[src/rtl/axis_frame_arbiter.sv]
// axis_frame_arbiter: frame-granular round-robin arbiter that shares one
// AXI4-Stream video sink between N_SRC sources. user marks SOF, last marks EOL.
// A grant lasts exactly LINES_PER_FRAME lines. Beats that arrive between frames
// from sources that are not starting a frame are discarded and counted.
//
// Handshake: a beat moves on any port only when valid && ready are both high in
// the same cycle. Valid never depends on ready. Inside a frame, sink ready is
// passed combinationally to the granted source. Sink valid, data, last and user
// are copies of that source's signals.
module axis_frame_arbiter #(
  parameter int N_SRC           = 2,
  parameter int DATA_BITS       = 8,
  parameter int LINES_PER_FRAME = 4,
  parameter int DROP_CNT_BITS   = 16
) (
  input  logic                         clk_i,
  input  logic                         rst_i,
  input  logic [N_SRC*DATA_BITS-1:0]   axis_s_data_i,
  input  logic [N_SRC-1:0]             axis_s_valid_i,
  output logic [N_SRC-1:0]             axis_s_ready_o,
  input  logic [N_SRC-1:0]             axis_s_last_i,
  input  logic [N_SRC-1:0]             axis_s_user_i,
  output logic [DATA_BITS-1:0]         axis_m_data_o,
  output logic                         axis_m_valid_o,
  input  logic                         axis_m_ready_i,
  output logic                         axis_m_last_o,
  output logic                         axis_m_user_o,
  output logic [N_SRC-1:0]             grant_o,
  output logic                         busy_o,
  output logic                         frame_err_o,
  output logic [DROP_CNT_BITS-1:0]     drop_cnt_o
);

  localparam int PTR_W  = (N_SRC > 1) ? $clog2(N_SRC) : 1;
  localparam int LINE_W = (LINES_PER_FRAME > 1) ? $clog2(LINES_PER_FRAME) : 1;
  localparam int SUM_W  = DROP_CNT_BITS + 4;
  localparam logic [LINE_W-1:0] LAST_LINE = LINE_W'(LINES_PER_FRAME - 1);
  localparam logic [PTR_W-1:0]  LAST_SRC  = PTR_W'(N_SRC - 1);
  localparam logic [SUM_W-1:0]  DROP_MAX  = {4'b0, {DROP_CNT_BITS{1'b1}}};

  typedef enum logic {ST_IDLE, ST_GRANT} state_t;

  state_t                   state;
  logic [N_SRC-1:0]         grant;
  logic [PTR_W-1:0]         gidx;
  logic [PTR_W-1:0]         rr_ptr;
  logic [LINE_W-1:0]        line_cnt;
  logic                     first_beat;
  logic [DROP_CNT_BITS-1:0] drop_cnt;
  logic                     frame_err;

  logic [DATA_BITS-1:0]     src_data [N_SRC];
  logic                     sof_found;
  logic [PTR_W-1:0]         sof_sel;
  logic [N_SRC-1:0]         sof_onehot;
  logic [N_SRC-1:0]         drop_vec;
  logic [SUM_W-1:0]         drop_sum;
  logic [DROP_CNT_BITS-1:0] drop_next;
  logic                     beat_acc;
  logic                     mid_sof;
  logic                     frame_done;

  // Split the packed source data bus into one lane per source
  always_comb begin
    for (int i = 0; i < N_SRC; i++) begin
      src_data[i] = axis_s_data_i[i*DATA_BITS +: DATA_BITS];
    end
  end

  // Round-robin search for the first SOF requester starting at rr_ptr
  always_comb begin
    logic [PTR_W:0]   sum_idx;
    logic [PTR_W-1:0] idx;
    sof_found  = 1'b0;
    sof_sel    = '0;
    sof_onehot = '0;
    sum_idx    = '0;
    idx        = '0;
    for (int i = 0; i < N_SRC; i++) begin
      sum_idx = {1'b0, rr_ptr} + (PTR_W+1)'(i);
      if (sum_idx >= (PTR_W+1)'(N_SRC)) sum_idx = sum_idx - (PTR_W+1)'(N_SRC);
      idx = sum_idx[PTR_W-1:0];
      if (!sof_found && axis_s_valid_i[idx] && axis_s_user_i[idx]) begin
        sof_found = 1'b1;
        sof_sel   = idx;
      end
    end
    sof_onehot[sof_sel] = 1'b1;
  end

  // Handshake routing: drop non-SOF beats when idle, pass through when granted
  always_comb begin
    axis_s_ready_o = '0;
    axis_m_valid_o = 1'b0;
    drop_vec       = '0;
    if (!rst_i) begin
      if (state == ST_IDLE) begin
        drop_vec       = axis_s_valid_i & ~axis_s_user_i;
        axis_s_ready_o = drop_vec;
      end else begin
        axis_m_valid_o       = axis_s_valid_i[gidx];
        axis_s_ready_o[gidx] = axis_m_ready_i;
      end
    end
  end

  // Saturating add of this cycle's dropped beats
  always_comb begin
    drop_sum = {4'b0, drop_cnt};
    for (int i = 0; i < N_SRC; i++) begin
      drop_sum = drop_sum + SUM_W'(drop_vec[i]);
    end
    drop_next = (drop_sum > DROP_MAX) ? {DROP_CNT_BITS{1'b1}} : drop_sum[DROP_CNT_BITS-1:0];
  end

  assign axis_m_data_o = src_data[gidx];
  assign axis_m_last_o = axis_s_last_i[gidx];
  assign axis_m_user_o = axis_s_user_i[gidx];

  // A mid-frame SOF restarts the line count; with last set it completes line 0
  assign beat_acc   = (state == ST_GRANT) && axis_s_valid_i[gidx] && axis_m_ready_i;
  assign mid_sof    = beat_acc && axis_s_user_i[gidx] && !first_beat;
  assign frame_done = beat_acc && axis_s_last_i[gidx] &&
                      (mid_sof ? (LINES_PER_FRAME == 1) : (line_cnt == LAST_LINE));

  // Frame FSM: grant, round-robin pointer, line counter, error pulse, drop count
  always_ff @(posedge clk_i) begin
    if (rst_i) begin
      state      <= ST_IDLE;
      grant      <= '0;
      gidx       <= '0;
      rr_ptr     <= '0;
      line_cnt   <= '0;
      first_beat <= 1'b0;
      drop_cnt   <= '0;
      frame_err  <= 1'b0;
    end else begin
      frame_err <= mid_sof;
      drop_cnt  <= drop_next;
      case (state)
        ST_IDLE: begin
          if (sof_found) begin
            state      <= ST_GRANT;
            grant      <= sof_onehot;
            gidx       <= sof_sel;
            line_cnt   <= '0;
            first_beat <= 1'b1;
          end
        end
        ST_GRANT: begin
          if (beat_acc) begin
            first_beat <= 1'b0;
            if (frame_done) begin
              state    <= ST_IDLE;
              grant    <= '0;
              line_cnt <= '0;
              rr_ptr   <= (gidx == LAST_SRC) ? '0 : gidx + PTR_W'(1);
            end else if (mid_sof) begin
              line_cnt <= axis_s_last_i[gidx] ? LINE_W'(1) : '0;
            end else if (axis_s_last_i[gidx]) begin
              line_cnt <= line_cnt + LINE_W'(1);
            end
          end
        end
        default: state <= ST_IDLE;
      endcase
    end
  end

  assign grant_o     = grant;
  assign busy_o      = (state == ST_GRANT);
  assign frame_err_o = frame_err;
  assign drop_cnt_o  = drop_cnt;

endmodule

[config.mk]
export PLATFORM = sky130hd
export DESIGN_NAME = axis_frame_arbiter
export DESIGN_NICKNAME = d
export VERILOG_FILES = /design/src/rtl/axis_frame_arbiter.sv
export SDC_FILE = /design/constraint.sdc
export NUM_CORES = 1
export LEC_CHECK = 0
export ABC_AREA = 1
export CAP_MARGIN = 0
export CORE_MARGIN = 5
export CORE_UTILIZATION = 35
export DETAILED_ROUTE_END_ITERATION = 12
export PLACE_DENSITY = 0.66
export SYNTH_ARGS = -nofsm -noshare
export SYNTH_HDL_FRONTEND = slang
export SYNTH_SLANG_ARGS = --single-unit
export TNS_END_PERCENT = 10
[constraint.sdc]
create_clock -name clk_i -period 5.41 [get_ports clk_i]
set_input_delay 0.8115 -clock clk_i [delete_from_list [all_inputs] [get_ports clk_i]]
set_output_delay 0.8115 -clock clk_i [all_outputs]
set_load 0.005 [all_outputs]
# After elaboration in Yosys (flattened, before gate mapping)
# Cells that the tools add are included.
# Widths: inputs -> output; s select.
dict set report classes {
  muxes 54
  n_addsub 7
  n_eq_ne 5
  n_reduce_logical 18
  magnitude_cmp 10
  n_bitwise 5
}
# op n
set op_table {}
lappend op_table {{$mux 1} 32}
lappend op_table {{$mux 2} 12}
lappend op_table {{$mux 8} 3}
lappend op_table {{$add 17x1->18} 1}
lappend op_table {{$gt 18x16->1 const B} 1}
lappend op_table {{$add 16x1->17} 1}
lappend op_table {{$mux 16} 1}
lappend op_table {{$logic_and 1x1->1} 11}
lappend op_table {{$reduce_and 3->1} 3}
lappend op_table {{$lt 1x2->1 const B} 4}
lappend op_table {{$pmux 2 s2} 2}
lappend op_table {{$and 2x2->2} 2}
lappend op_table {{$ge 2x2->1 const B} 2}
lappend op_table {{$ne 2x1->1 const B} 2}
lappend op_table {{$ne 4x2->1 const B} 1}
lappend op_table {{$pmux 1 s2} 2}
lappend op_table {{$reduce_and 2->1} 2}
lappend op_table {{$add 1x1->2 const B} 1}
lappend op_table {{$add 2x1->2 const B} 1}
lappend op_table {{$demux 1 s1} 2}
lappend op_table {{$eq 2x2->1 const B} 1}
lappend op_table {{$ge 1x1->1 const B} 2}
lappend op_table {{$ge 1x2->1 const B} 1}
lappend op_table {{$logic_not 1->1} 2}
lappend op_table {{6 further kinds} 7}
dict set report word_totals {
  register_bits 25
}

# Depth between registers and ports, before layout
dict set report logic_depth {
  depth_word 16
  mapped_depth 12
}

# Worst setup path after synthesis
# No wires, ideal clock.
dict set report synth_path {
  kind {input to register}
  from {in rst_i}
  to {reg drop_cnt[15], in the netlist drop_cnt_o[15]}
  arrival_time_ns 2.518
  path_slack_ns 2.823
  t_required_ns 5.341
  n_path_buf 1
  setup_time_ns 0.069
  stages 10
  cell_sequence {inv_1 > nand4_1 > fa_1 > inv_1 > ha_1 > nand3_4 > nor3_4 > nand3_4 > buf_6 > a21oi_2}
}
dict set report synth_via {
  elab_chain_cells 5
}
# item line
set synth_lines {}
lappend synth_lines {{start, declared} 17} ;# input logic rst_i,
lappend synth_lines {{$mux 2} 96} ;# if (!rst_i) begin
lappend synth_lines {{$add 16x1->17} 111} ;# drop_sum = drop_sum + SUM_W'(drop_vec[i]);
lappend synth_lines {{$add 17x1->18} 111}
lappend synth_lines {{$gt 18x16->1} 113} ;# drop_next = (drop_sum > DROP_MAX) ? {DROP_CNT_BITS{1'b1}} : drop_sum[DROP_CNT_BITS-1:0];
lappend synth_lines {{$mux 16} 113}
lappend synth_lines {{end signal, assigned} 139} ;# drop_cnt <= drop_next;
lappend synth_lines {{end, declared} 49} ;# logic [DROP_CNT_BITS-1:0] drop_cnt;
# Parallel ways exist; a longest one is shown, timed or not.
# A chain may end at the register's enable or synchronous reset.

# Final worst setup path
dict set report layout_path {
  from {in rst_i}
  to {out axis_s_ready_o[0]}
}
dict set report layout_via {
  elab_chain_cells 1
}
# item line
set layout_lines {}
lappend layout_lines {{$mux 2} 96}
lappend layout_lines {{end, declared} 20} ;# output logic [N_SRC-1:0] axis_s_ready_o,
# No other way between the ends.

==> summary.txt <==
Status
  – Status: complete, no violations

STA
  – Fmax: 298 MHz
  – Fin. max-slew vios: 0
  – Tmin final: 3.36 ns
  – Fin worst setup slack: 2.05 ns
  – Tcrit/Tclk final: 62.1%
  – Setup violations, final: 0
  – Final Hold Viols: 0
  – Clock skew: 0.00472 ns
  – Slew @ Worst Pin: 0.533 ns
  – Hold Slack: 0.461 ns
  – RSZ-0062 raised after global routing: false
  – Slew HR: 64.4%
  – Setup tns final: 0 ns

Clock tree
  – Root buffer cell: clkbuf_8
  – Hold-fix buffers, CTS: 0
  – Total CTS buffers: 3
  – Clock transition at path regs: 0.08 ns
  – H-tree depth: 1
  – Clock Tree Buf Depth: 2
  – CTS tree: built
  – Post-CTS Resized: 0
  – Setup repair bufs after CTS: 0
  – Worst skew pair latency: 0.26 ns
  – Clk sinks: 25

Global routing
  – All-layer global routing usage: 13.6%
  – Initial antenna violation count: 0
  – Grt ovf: 0
  – Vias in the first global route: 1480
  – Largest net degree at the start of global routing: 24
  – First-pass GRT wire length: 6760 um

Yosys
  – Synth unique cells: 29
  – Synthesized cell area: 1530 um2
  – Asr flop ratio synth: 0%
  – Avg Cell Area, Syn: 6.91 um2
  – Syn Nets: 250
  – Post-synth EDFFs: 0
  – Post-Syn Instances: 222
  – Prevailing post-synth register cell: dfxtp_1
  – Synth warnings: 0
  – Register bit total from synthesis: 25
  – Register area share after synthesis: 32.6%

Worst setup path
  – CP Class: in2out
  – Max incr delay on CP: 0.59 ns
  – Largest delay contributor family on the critical path: buffers and inverters
  – Crit path top cell by count: clkdlybuf4s50_1
  – Worst Path Buf+Inv: 4
  – CP Max Fanout: 23
  – Critical Path Slowest Stage Cell: clkdlybuf4s50_1
  – Worst path cell trace: clkdlybuf4s50_1 -> buf_4 -> inv_1 -> nand4_1 -> o41ai_1 -> clkdlybuf4s50_1
  – Worst EP arrival: 2.55 ns
  – Critical Path RT: 4.60 ns
  – CP endpoint kind: primary output
  – CP startpoint kind: primary input

Die
  – Ports: 58
  – Total die area: 5810 um2
  – Initial Utilization: 35.7%
  – Core ar.: 4290 um2
  – Row Count: 24
  – Chip Width: 76.2 um
  – Die height: 76.2 um

Power
  – Pwr/cell area: 178 nW/um2
  – Pleak: 0.914 nW
  – Worst vdd ir: 0.172 mV

Cells and area
  – Most common cell after layout, fill and taps aside: nand2_1
  – Area of the multi-input gates: 898 um2
  – Commonest non-fill, non-tap cells in the layout: nand2_1 (71), clkdlybuf4s50_1 (57), inv_1 (26)
  – Area delta synth->final: 43.2%
  – N_diodes: 0
  – Layout cells sized above 1: 8.96%
  – Final nets: 308
  – Sequential cell area: 500 um2
  – FILL cells: 453

Drt
  – Pre-Repair DR Iteration Count: 4
  – WL final: 3900 um
  – Drt initial violations: 56
  – Vias/cell: 4.67
  – DRC viols: 0
  – Total number of vias: 1545
  – Post-route ant nets: 0
  – DR WL/cell: 11.8 um

Place
  – Setup slack after placement: 1.89 ns
  – DP HPWL: 3130 um
  – Placer Congestion: 0.820
  – IO buf count: 57

Flow run
  – Max cap viols: 0

Worst hold path
  – Hold crit path type: reg2reg
==> where the power goes <==
| group | total [mW] | leakage, nW | internal, mW | switching [mW] |
|---|---|---|---|---|
| logic | 0.0868 | 0.685 | 0.0488 | 0.0380 |
| clock network | 0.108 | 0.0255 | 0.0514 | 0.0567 |
| registers | 0.196 | 0.203 | 0.190 | 0.00639 |
==> area by class of cell <==
class / instances / share of cell area [%]
Clock buffer: 3 / 1.88
Sequential cell: 25 / 22.8
Inverter: 29 / 4.95
Multi-Input combinational cell: 163 / 40.9
Tap cell: 52 / 2.96
Timing Repair Buffer: 58 / 26.3
Clock inverter: 1 / 0.228
==> tightest hold or removal path: stages, from the launching register on <==
cell and delay (ns):
dfxtp_1 0.30, inv_1 0.06, a21oi_1 0.06
==> cells in the mapped netlist (2+ instances only) <==
cell	count	area share, %
clkbuf_1	2	0.49
o21ai_1	4	1.3
xnor2_1	5	2.9
inv_2	2	0.49
nand2_2	2	0.82
a21oi_2	10	5.7
nand3_4	2	2.3
dfxtp_1	25	33
nand2_1	71	17
ha_1	2	1.6
nor3_4	3	3.2
o41ai_1	2	1.1
inv_1	26	6.4
nor2_1	22	5.4
xor2_1	6	3.4
buf_1	2	0.49
nand3_1	10	3.3
nor3_1	3	0.98
a21oi_1	9	2.9
nand4_1	5	2.0
==> worst paths after layout <==
check	slack, ns	cells past startpoint	start	to
max	2.05	6	rst_i	axis_s_ready_o[0]
min	0.46	2	rr_ptr$_SDFFE_PP0P_	rr_ptr$_SDFFE_PP0P_
max reg2reg	3.02	11	busy_o$_SDFF_PP0_	drop_cnt_o[11]$_SDFF_PP0_
min reg2reg	0.46	2	rr_ptr$_SDFFE_PP0P_	rr_ptr$_SDFFE_PP0P_
==> stage by stage <==
step | power (mW) | utilization [%] | area [um2] | cells
finish | 0.391 | 51.2 | 2200 | 331
global route | 0.418 | 51.2 | 2200 | 331
CTS | 0.397 | 51.2 | 2200 | 331
detailed placement | 0.289 | 50.1 | 2150 | 327
global placement | 0.288 | 50.1 | 2150 | 327
floorplan | 0.239 | - | 1530 | 222
==> routing by layer <==
layer  vias to the layer above  part of all wire (%)  global-route usage, %
met5                         -                     0                      0
met2                        38                    46                   22.4
li1                        817                     -                      -
met4                         0                  0.92                   3.15
met1                       688                    45                   17.3
met3                         2                   8.1                   4.37
==> logic make-up after synthesis <==
kind of cell / after synthesis / share of synthesized area [%]
AND/OR/NAND/NOR: 121 / 36.9
adder cells (fa/ha/maj): 3 / 2.94
buffers and inverters: 34 / 8.81
XOR/XNOR: 11 / 6.28
flip-flops: 25 / 32.6
AO/OA/AOI/OAI: 28 / 12.5
==> state kept, by name, indices dropped and copies added, names as in the netlist <==
name and cells:
busy_o 1, drop_cnt_o 16, first_beat 1, frame_err_o 1, gidx 1, grant_o 2, line_cnt 2, rr_ptr 1
No activity file was read; power rests on OpenSTA's default activity.
